## config.mk

```make
export PLATFORM = sky130hd
export DESIGN_NAME = keyscan_ctrl
export DESIGN_NICKNAME = d
export VERILOG_FILES = /design/src/rtl/keyscan_ctrl.sv
export SDC_FILE = /design/constraint.sdc
export NUM_CORES = 1
export LEC_CHECK = 0
export ABC_CLOCK_PERIOD_IN_PS = 3300
export CELL_PAD_IN_SITES_DETAIL_PLACEMENT = 1
export CELL_PAD_IN_SITES_GLOBAL_PLACEMENT = 2
export CORE_ASPECT_RATIO = 1.25
export CORE_MARGIN = 8
export CORE_UTILIZATION = 40
export DETAILED_ROUTE_END_ITERATION = 10
export PLACE_DENSITY_LB_ADDON = 0.3
export SLEW_MARGIN = 20
export SYNTH_ARGS = -nofsm -noshare
export SYNTH_HDL_FRONTEND = slang
export SYNTH_SLANG_ARGS = --single-unit
```

## constraint.sdc

```tcl
create_clock -name clk -period 3.3 [get_ports clk]
set_clock_uncertainty 0.2 [all_clocks]
set_input_delay 0.825 -clock clk [delete_from_list [all_inputs] [get_ports clk]]
set_output_delay 0.825 -clock clk [all_outputs]
set_load 0.03 [all_outputs]
```

## src/rtl/keyscan_ctrl.sv

```systemverilog
// ---------------------------------------------------------------------------
// keyscan_ctrl
//
// Purpose:
//   Scans a 4x4 active-low keypad one column at a time, debounces the first
//   key it finds, emits its hex code once with a one-cycle strobe, and then
//   waits for a debounced release before scanning resumes. The key_code /
//   key_en pair feeds the sin / en inputs of a downstream 4-bit shift register.
//
// Parameters:
//   SCAN_DIV  - clock cycles each column is driven before the rows are sampled
//   DB_CYCLES - consecutive stable cycles needed for press and for release
//
// Ports:
//   clk      in   1  single clock, all state changes on its rising edge
//   reset    in   1  asynchronous, active-high reset
//   rows     in   4  keypad row lines, active-low, asynchronous to clk
//   cols     out  4  keypad column drive, active-low, exactly one bit low
//   key_code out  4  hex code of the last accepted key
//   key_en   out  1  one-cycle pulse when a key is accepted
//   key_held out  1  high while the accepted key is held, through release
// ---------------------------------------------------------------------------
module keyscan_ctrl #(
  parameter int SCAN_DIV  = 4,
  parameter int DB_CYCLES = 8
) (
  input  logic       clk,
  input  logic       reset,
  input  logic [3:0] rows,
  output logic [3:0] cols,
  output logic [3:0] key_code,
  output logic       key_en,
  output logic       key_held
);

  // One counter width serves both the column dwell and the debounce count,
  // so it is sized for the larger of the two terminal values.
  localparam int MAX_CNT = (SCAN_DIV > DB_CYCLES) ? SCAN_DIV : DB_CYCLES;
  localparam int CW      = ($clog2(MAX_CNT) < 1) ? 1 : $clog2(MAX_CNT);

  localparam logic [CW-1:0] DWELL_LAST = CW'(SCAN_DIV - 1);
  localparam logic [CW-1:0] DB_LAST    = CW'(DB_CYCLES - 1);

  typedef enum logic [2:0] {
    SCAN,
    DEBOUNCE,
    EMIT,
    HOLD,
    RELEASE
  } state_t;

  // Synchronizer and FSM registers.
  logic [3:0]    rowsMeta_q;
  logic [3:0]    rowsSync_q;

  state_t        state_q,   state_d;
  logic [1:0]    colIdx_q,  colIdx_d;
  logic [1:0]    rowIdx_q,  rowIdx_d;
  logic [CW-1:0] dwell_q,   dwell_d;
  logic [CW-1:0] dbCnt_q,   dbCnt_d;

  // Registered outputs.
  logic [3:0]    cols_q,    cols_d;
  logic [3:0]    keyCode_q, keyCode_d;
  logic          keyEn_q,   keyEn_d;
  logic          keyHeld_q, keyHeld_d;

  // Level of the latched row line as seen through the synchronizer.
  logic          rowLow;

  // Active-low one-hot drive pattern for a column index.
  function automatic logic [3:0] colDrive(input logic [1:0] idx);
    return ~(4'b0001 << idx);
  endfunction

  // Index of the lowest-numbered row that is pulled low; scanning from the
  // top down lets the lowest index win.
  function automatic logic [1:0] lowestLow(input logic [3:0] r);
    logic [1:0] idx;
    idx = 2'd0;
    for (int i = 3; i >= 0; i--) begin
      if (!r[i]) begin
        idx = 2'(i);
      end
    end
    return idx;
  endfunction

  // Keypad legend, addressed by {row, col}.
  function automatic logic [3:0] keyMap(input logic [1:0] r, input logic [1:0] c);
    logic [3:0] code;
    case ({r, c})
      4'b00_00: code = 4'h1;
      4'b00_01: code = 4'h2;
      4'b00_10: code = 4'h3;
      4'b00_11: code = 4'hA;
      4'b01_00: code = 4'h4;
      4'b01_01: code = 4'h5;
      4'b01_10: code = 4'h6;
      4'b01_11: code = 4'hB;
      4'b10_00: code = 4'h7;
      4'b10_01: code = 4'h8;
      4'b10_10: code = 4'h9;
      4'b10_11: code = 4'hC;
      4'b11_00: code = 4'hE;
      4'b11_01: code = 4'h0;
      4'b11_10: code = 4'hF;
      default:  code = 4'hD;
    endcase
    return code;
  endfunction

  // Two-flop synchronizer for the asynchronous row lines. Idle rows read
  // high, so the flops come out of reset at all-ones and no phantom press
  // is seen right after reset.
  always_ff @(posedge clk or posedge reset) begin
    if (reset) begin
      rowsMeta_q <= 4'hF;
      rowsSync_q <= 4'hF;
    end else begin
      rowsMeta_q <= rows;
      rowsSync_q <= rowsMeta_q;
    end
  end

  assign rowLow = ~rowsSync_q[rowIdx_q];

  // Next-state logic for the scanner. Outputs are computed alongside the
  // state so that they are registered together with it: cols changes in the
  // same edge as the column index, and key_en / key_held line up with the
  // cycle after EMIT and with HOLD/RELEASE respectively.
  always_comb begin
    state_d   = state_q;
    colIdx_d  = colIdx_q;
    rowIdx_d  = rowIdx_q;
    dwell_d   = dwell_q;
    dbCnt_d   = dbCnt_q;
    cols_d    = cols_q;
    keyCode_d = keyCode_q;
    keyEn_d   = 1'b0;
    keyHeld_d = keyHeld_q;

    case (state_q)
      SCAN: begin
        if (dwell_q == DWELL_LAST) begin
          dwell_d = '0;
          if (rowsSync_q == 4'hF) begin
            colIdx_d = colIdx_q + 2'd1;
            cols_d   = colDrive(colIdx_q + 2'd1);
          end else begin
            rowIdx_d = lowestLow(rowsSync_q);
            dbCnt_d  = '0;
            state_d  = DEBOUNCE;
          end
        end else begin
          dwell_d = dwell_q + 1'b1;
        end
      end

      // A single high sample on the latched row abandons the press and
      // rescans the same column from a fresh dwell.
      DEBOUNCE: begin
        if (rowLow) begin
          if (dbCnt_q == DB_LAST) begin
            state_d = EMIT;
          end else begin
            dbCnt_d = dbCnt_q + 1'b1;
          end
        end else begin
          state_d = SCAN;
          dwell_d = '0;
        end
      end

      EMIT: begin
        keyCode_d = keyMap(rowIdx_q, colIdx_q);
        keyEn_d   = 1'b1;
        keyHeld_d = 1'b1;
        state_d   = HOLD;
      end

      HOLD: begin
        if (!rowLow) begin
          dbCnt_d = '0;
          state_d = RELEASE;
        end
      end

      // Any low sample during release restarts the release debounce from
      // HOLD; scanning moves on to the next column once release is stable.
      RELEASE: begin
        if (!rowLow) begin
          if (dbCnt_q == DB_LAST) begin
            state_d   = SCAN;
            dwell_d   = '0;
            keyHeld_d = 1'b0;
            colIdx_d  = colIdx_q + 2'd1;
            cols_d    = colDrive(colIdx_q + 2'd1);
          end else begin
            dbCnt_d = dbCnt_q + 1'b1;
          end
        end else begin
          dbCnt_d = '0;
          state_d = HOLD;
        end
      end

      default: begin
        state_d = SCAN;
      end
    endcase
  end

  // State and output registers; reset aborts any press in progress.
  always_ff @(posedge clk or posedge reset) begin
    if (reset) begin
      state_q   <= SCAN;
      colIdx_q  <= 2'd0;
      rowIdx_q  <= 2'd0;
      dwell_q   <= '0;
      dbCnt_q   <= '0;
      cols_q    <= 4'b1110;
      keyCode_q <= 4'h0;
      keyEn_q   <= 1'b0;
      keyHeld_q <= 1'b0;
    end else begin
      state_q   <= state_d;
      colIdx_q  <= colIdx_d;
      rowIdx_q  <= rowIdx_d;
      dwell_q   <= dwell_d;
      dbCnt_q   <= dbCnt_d;
      cols_q    <= cols_d;
      keyCode_q <= keyCode_d;
      keyEn_q   <= keyEn_d;
      keyHeld_q <= keyHeld_d;
    end
  end

  assign cols     = cols_q;
  assign key_code = keyCode_q;
  assign key_en   = keyEn_q;
  assign key_held = keyHeld_q;

endmodule

```

== After elaboration in Yosys (flattened, before gate mapping) ==
Memories as Yosys holds them, arrays and structs flattened. A register that Yosys moved wholly into a read port is not among the register bits.
Index checks and enable logic that the tools add are counted.
Operators by class
  add/subtract/negate cells: 3
  $lt $le $gt $ge: 1
  equal/unequal tests: 17
  shift operators: 1
  mux-type cells: 38
  bitwise operators: 2
  reduce and logical (&&, ||, !) cells: 11
Operators with widths (number)
  $mux 3: 15
  $mux 2: 8
  $mux 4: 4
  $ne 2x2->1 const B: 8
  $pmux 3 s5: 1
  $reduce_and 5->1: 3
  $pmux 3 s4: 1
  $eq 3x2->1 const B: 3
  $pmux 3 s3: 1
  $pmux 4 s2: 1
  $add 3x1->3 const B: 2
  $eq 3x3->1 const B: 2
  $ne 3x3->1 const B: 2
  $reduce_and 3->1: 2
  $eq 4x4->1 const B: 1
  $mux 1: 4
  $not 4->4: 1
  $pmux 2 s2: 1
  $reduce_and 4->1: 1
  $reduce_bool 2->1: 2
  $reduce_bool 4->1: 1
  $shl 1x2->4 const A: 1
  $eq 3x1->1 const B: 1
  $logic_not 3->1: 1
  6 further kinds: 6
Storage, ports and cells
  flip-flop bits (word level): 27
  ROM bits: 64
  word-level logic and storage cells: 84
  memories kept: 1
Memory list
  (name not given): words 16, width 4, read ports 1, clocked after memory_dff 1, write ports 0, RTL line 92  | case ({r, c})

== Longest topological paths before layout ==
  depth in word-level cells: 6
  gate-level depth with buffers: 6
  gate-level depth less buffers: 5

== Worst setup path after synthesis ==
No wires, ideal clock.
  path type: reg2reg
  start point: reg rowsSync_q[1]
  end point: reg colIdx_q[1]
  data arrival time: 1.653 ns
  required time: 2.975 ns
  path slack: 1.322 ns
  stages on the path, launching flop included: 5
  buffers on the path: 0
  period minus slack after synthesis: 1.978 ns
  path through: dfstp_2 > nand4_1 > or3_1 > a21oi_4 > mux2_4
On the way
  longest elaborated chain between the ends: 4
Ends and longest elaborated chain
  from (decl): RTL line 54  | logic [3:0] rowsSync_q;
  from (signal assigned): RTL line 122  | rowsSync_q <= rowsMeta_q;
  $bmux 1 s2: RTL line 126  | assign rowLow = ~rowsSync_q[rowIdx_q];
  $mux 1 (not written as such): RTL line 126
  $ne 2x2->1 (no line)
  $reduce_and 5->1 (no line) *
  to (signal assigned): RTL line 228  | colIdx_q <= colIdx_d;
  to (decl): RTL line 57  | logic [1:0] colIdx_q, colIdx_d;
Mark *: on every way between the ends. The rest lies on a longest branch, timed or not. The select of a mux whose other input is x is not followed.
A chain may end at the register's enable or synchronous reset.

== Worst setup path after layout ==
  start point: reg cols_q[2], in the netlist cols[2]
  end point: out cols[2]
RTL lines
  from (decl): RTL line 63  | logic [3:0] cols_q, cols_d;
  from (signal assigned): RTL line 232  | cols_q <= cols_d;
  to (decl): RTL line 30  | output logic [3:0] cols,
No word-level cell between the ends.

==> impl_metrics.json <==
{
  "outcome": "finished clean",
  "cp_cell_sequence": "clkdlybuf4s50_1",
  "synth.distinct_cells": 47,
  "drive_above_1_share_pct": 19.7,
  "ff2ff_path_depth": 4,
  "antenna_found_initial": 0,
  "cp-end-kind": "primary output",
  "drv_cap": 0,
  "ys_seq_elements": 31,
  "dpl.hpwl_um": 2560,
  "die_w_um": 73.1,
  "multi_input_area_um2": 762,
  "ctsResizeCount": 0,
  "start_util_pct": 40.8,
  "cts_buffer_depth": 2,
  "grt_pass1_vias": 1182,
  "synth_edf_count": 0,
  "min_to": "rowsSync_q[1]$_DFF_PP1_",
  "cts_sinks": 31,
  "core-area_um2": 4000,
  "finalSetupViolCount": 0,
  "std_cell_rows": 26,
  "ys_seq_area_share_pct": 48.4,
  "dp_cells": 205,
  "ant_nets": 0,
  "drc": 0,
  "wire_per_inst_um": 15.8,
  "drv_slew": 0,
  "ys_warn_count": 0,
  "synth-async-reset-ratio_pct": 100,
  "dieArea_um2": 6390,
  "whs_path_depth": 0,
  "cts_setup_buffers": 0,
  "setup.worst_path.start_class": "register",
  "drt-vias-per-instance": 5.20,
  "overflow": 0,
  "place.gp.congestion": 0.744,
  "cts_tree": "done",
  "fin_cells": 213,
  "fin_crit_ns": 2.50,
  "fmax_mhz": 399,
  "leakage_uw": 0.000763,
  "ys.flop_type": "dfrtp_1",
  "final_core_util_pct": 47.8,
  "timing.final.crit_share_pct": 75.9,
  "numCtsBuffers": 5,
  "htreeDepth": 2,
  "grt_max_degree": 32,
  "ir_worst_vdd_v": 0.000409,
  "ioPinCount": 16,
  "diodes": 0,
  "path_max_fanout": 2,
  "die_h_um": 87.4,
  "critPathTopFamily": "buffers and inverters",
  "seqCellArea_um2": 790,
  "syn-num-nets": 155,
  "wl_um": 3370,
  "finalHoldViolations": 0,
  "syn_area_per_cell_um2": 11.6,
  "drt_iter0_drc": 37,
  "crit_required_ns": 2.27,
  "crit-reg2reg-launch": "rowIdx_q[0]$_DFFE_PP0P_",
  "clock_latency_ns": 0.28,
  "powerDensity_nw_per_um2": 929,
  "hold_start": "rowsMeta_q[1]$_DFF_PP1_",
  "postSynthCellCount": 141,
  "critPathBufInv": 1,
  "setup_tns_ns": 0,
  "worst_path_largest_cell_delay_ns": 0.67,
  "port_buffers": 15,
  "track_usage_pct": 11.5,
  "crit_slowest_cell": "clkdlybuf4s50_1",
  "worst_slew_pin_slew_ns": 0.554,
  "slew-limit-headroom_pct": 63.0,
  "grt_pass1_wl_um": 5580,
  "hp-class": "reg -> reg",
  "worstSetupPathType": "reg -> out",
  "r2r_end": "colIdx_q[1]$_DFFE_PP0P_",
  "hold_buffers": 0,
  "worstPathArrival_ns": 1.48,
  "n_fill_cell": 445,
  "root_buffer": "clkbuf_8",
  "first_pass_iters": 4,
  "syn_area_um2": 1630,
  "via_count": 1107,
  "final_nets": 170,
  "clkTransAtPathRegs_ns": 0.07,
  "rrSetupSlack_ns": 1.14,
  "syn_to_final_growth_pct": 17.3,
  "rsz0062_at_grt": "no"
}
layout make-up:
cell class / instances / area share [%]
well taps: 56 / 3.66
flip-flops and latches: 31 / 41.3
repair buffers: 16 / 8.24
inverters: 9 / 1.77
clock buffers: 8 / 5.23
multi-input cells: 93 / 39.8
synthesized netlist by cell type, types with 2 or more instances:
| cell type | count | area share [%] |
|---|---|---|
| nor2b_1 | 6 | 2.3 |
| buf_6 | 2 | 1.4 |
| nor3b_1 | 2 | 0.92 |
| nand2_1 | 4 | 0.92 |
| nor2_1 | 7 | 1.6 |
| o211ai_1 | 2 | 0.92 |
| dfstp_2 | 11 | 18 |
| nand2b_1 | 4 | 1.5 |
| nor3_1 | 3 | 0.92 |
| nand3b_1 | 3 | 1.4 |
| mux2_2 | 2 | 1.4 |
| nand3_1 | 2 | 0.61 |
| ha_1 | 8 | 6.1 |
| mux2i_1 | 8 | 4.9 |
| clkbuf_1 | 5 | 1.2 |
| a21oi_1 | 12 | 3.7 |
| o21a_1 | 2 | 0.92 |
| inv_1 | 9 | 2.1 |
| mux2_4 | 2 | 1.8 |
| dfrtp_1 | 20 | 31 |
per-layer routing:
metal / global-route usage (%) / vias up / part of all wire (%)
met1: 11.2 / 562 / 41
li1: - / 524 / -
met4: 6.02 / 0 / 1.4
met5: 0 / - / 0
met3: 3.46 / 5 / 3.1
met2: 20.9 / 16 / 55
cells by family (layout without fill, tap and decap cells):
logic type	after synthesis	after routing	share of synthesized area, %
simple gates	38	38	13.7
flops	31	31	48.4
compound gates	31	31	14.3
fa+ha+maj	8	8	6.14
xor+xnor	2	2	1.53
buf+inv	17	33	4.91
mux	14	14	11.1
where the power goes:
part	internal (uW)	switching, uW	leakage [uW]
clock	190	137	0.0000515
sequential	508	152	0.000363
combinational	368	422	0.000349
flip-flops by register name, indices dropped and copies added (netlist names):
name	flops
colIdx_q	2
cols	4
dbCnt_q	3
dwell_q	3
key_code	4
key_en	1
key_held	1
rowIdx_q	2
rowsMeta_q	4
rowsSync_q	4
state_q	3
worst max-delay path by stage:
| stage | from | end | slack (ns) | depth (start not counted) |
|---|---|---|---|---|
| after floorplan | rowsSync_q[1]$_DFF_PP1_ | colIdx_q[1]$_DFFE_PP0P_ | 1.32 | 4 |
| after global placement | cols[1]$_DFFE_PP1P_ | cols[1] | 1.10 | 1 |
| after detailed placement | cols[2]$_DFFE_PP1P_ | cols[2] | 1.08 | 1 |
| after CTS | cols[2]$_DFFE_PP1P_ | cols[2] | 0.77 | 1 |
| after global routing | cols[1]$_DFFE_PP1P_ | cols[1] | 0.74 | 1 |
| final | cols[2]$_DFFE_PP1P_ | cols[2] | 0.80 | 1 |
placed cells by master, fill, tap and decap left out, types with 4 or more instances in the layout:
cell	n
nor2_1	7
nor2b_1	6
clkdlybuf4s50_1	15
inv_1	9
clkbuf_8	7
ha_1	8
nand2_1	4
dfstp_2	11
mux2i_1	8
nand2b_1	4
a21oi_1	12
dfrtp_1	20
through the flow:
| stage | total power, uW | hold WS [ns] | cell area [um^2] | setup WS, ns |
|---|---|---|---|---|
| final | 1780 | 0.154 | 1910 | 0.795 |
| after global placement | 1430 | 0.147 | 1810 | 1.10 |
| after CTS | 1810 | 0.154 | 1910 | 0.771 |
| after detailed placement | 1470 | 0.147 | 1810 | 1.08 |
| after global routing | 1910 | 0.158 | 1910 | 0.744 |
| after floorplan | 1250 | 0.145 | 1630 | 1.32 |
Power figures use the tool's default switching activity.
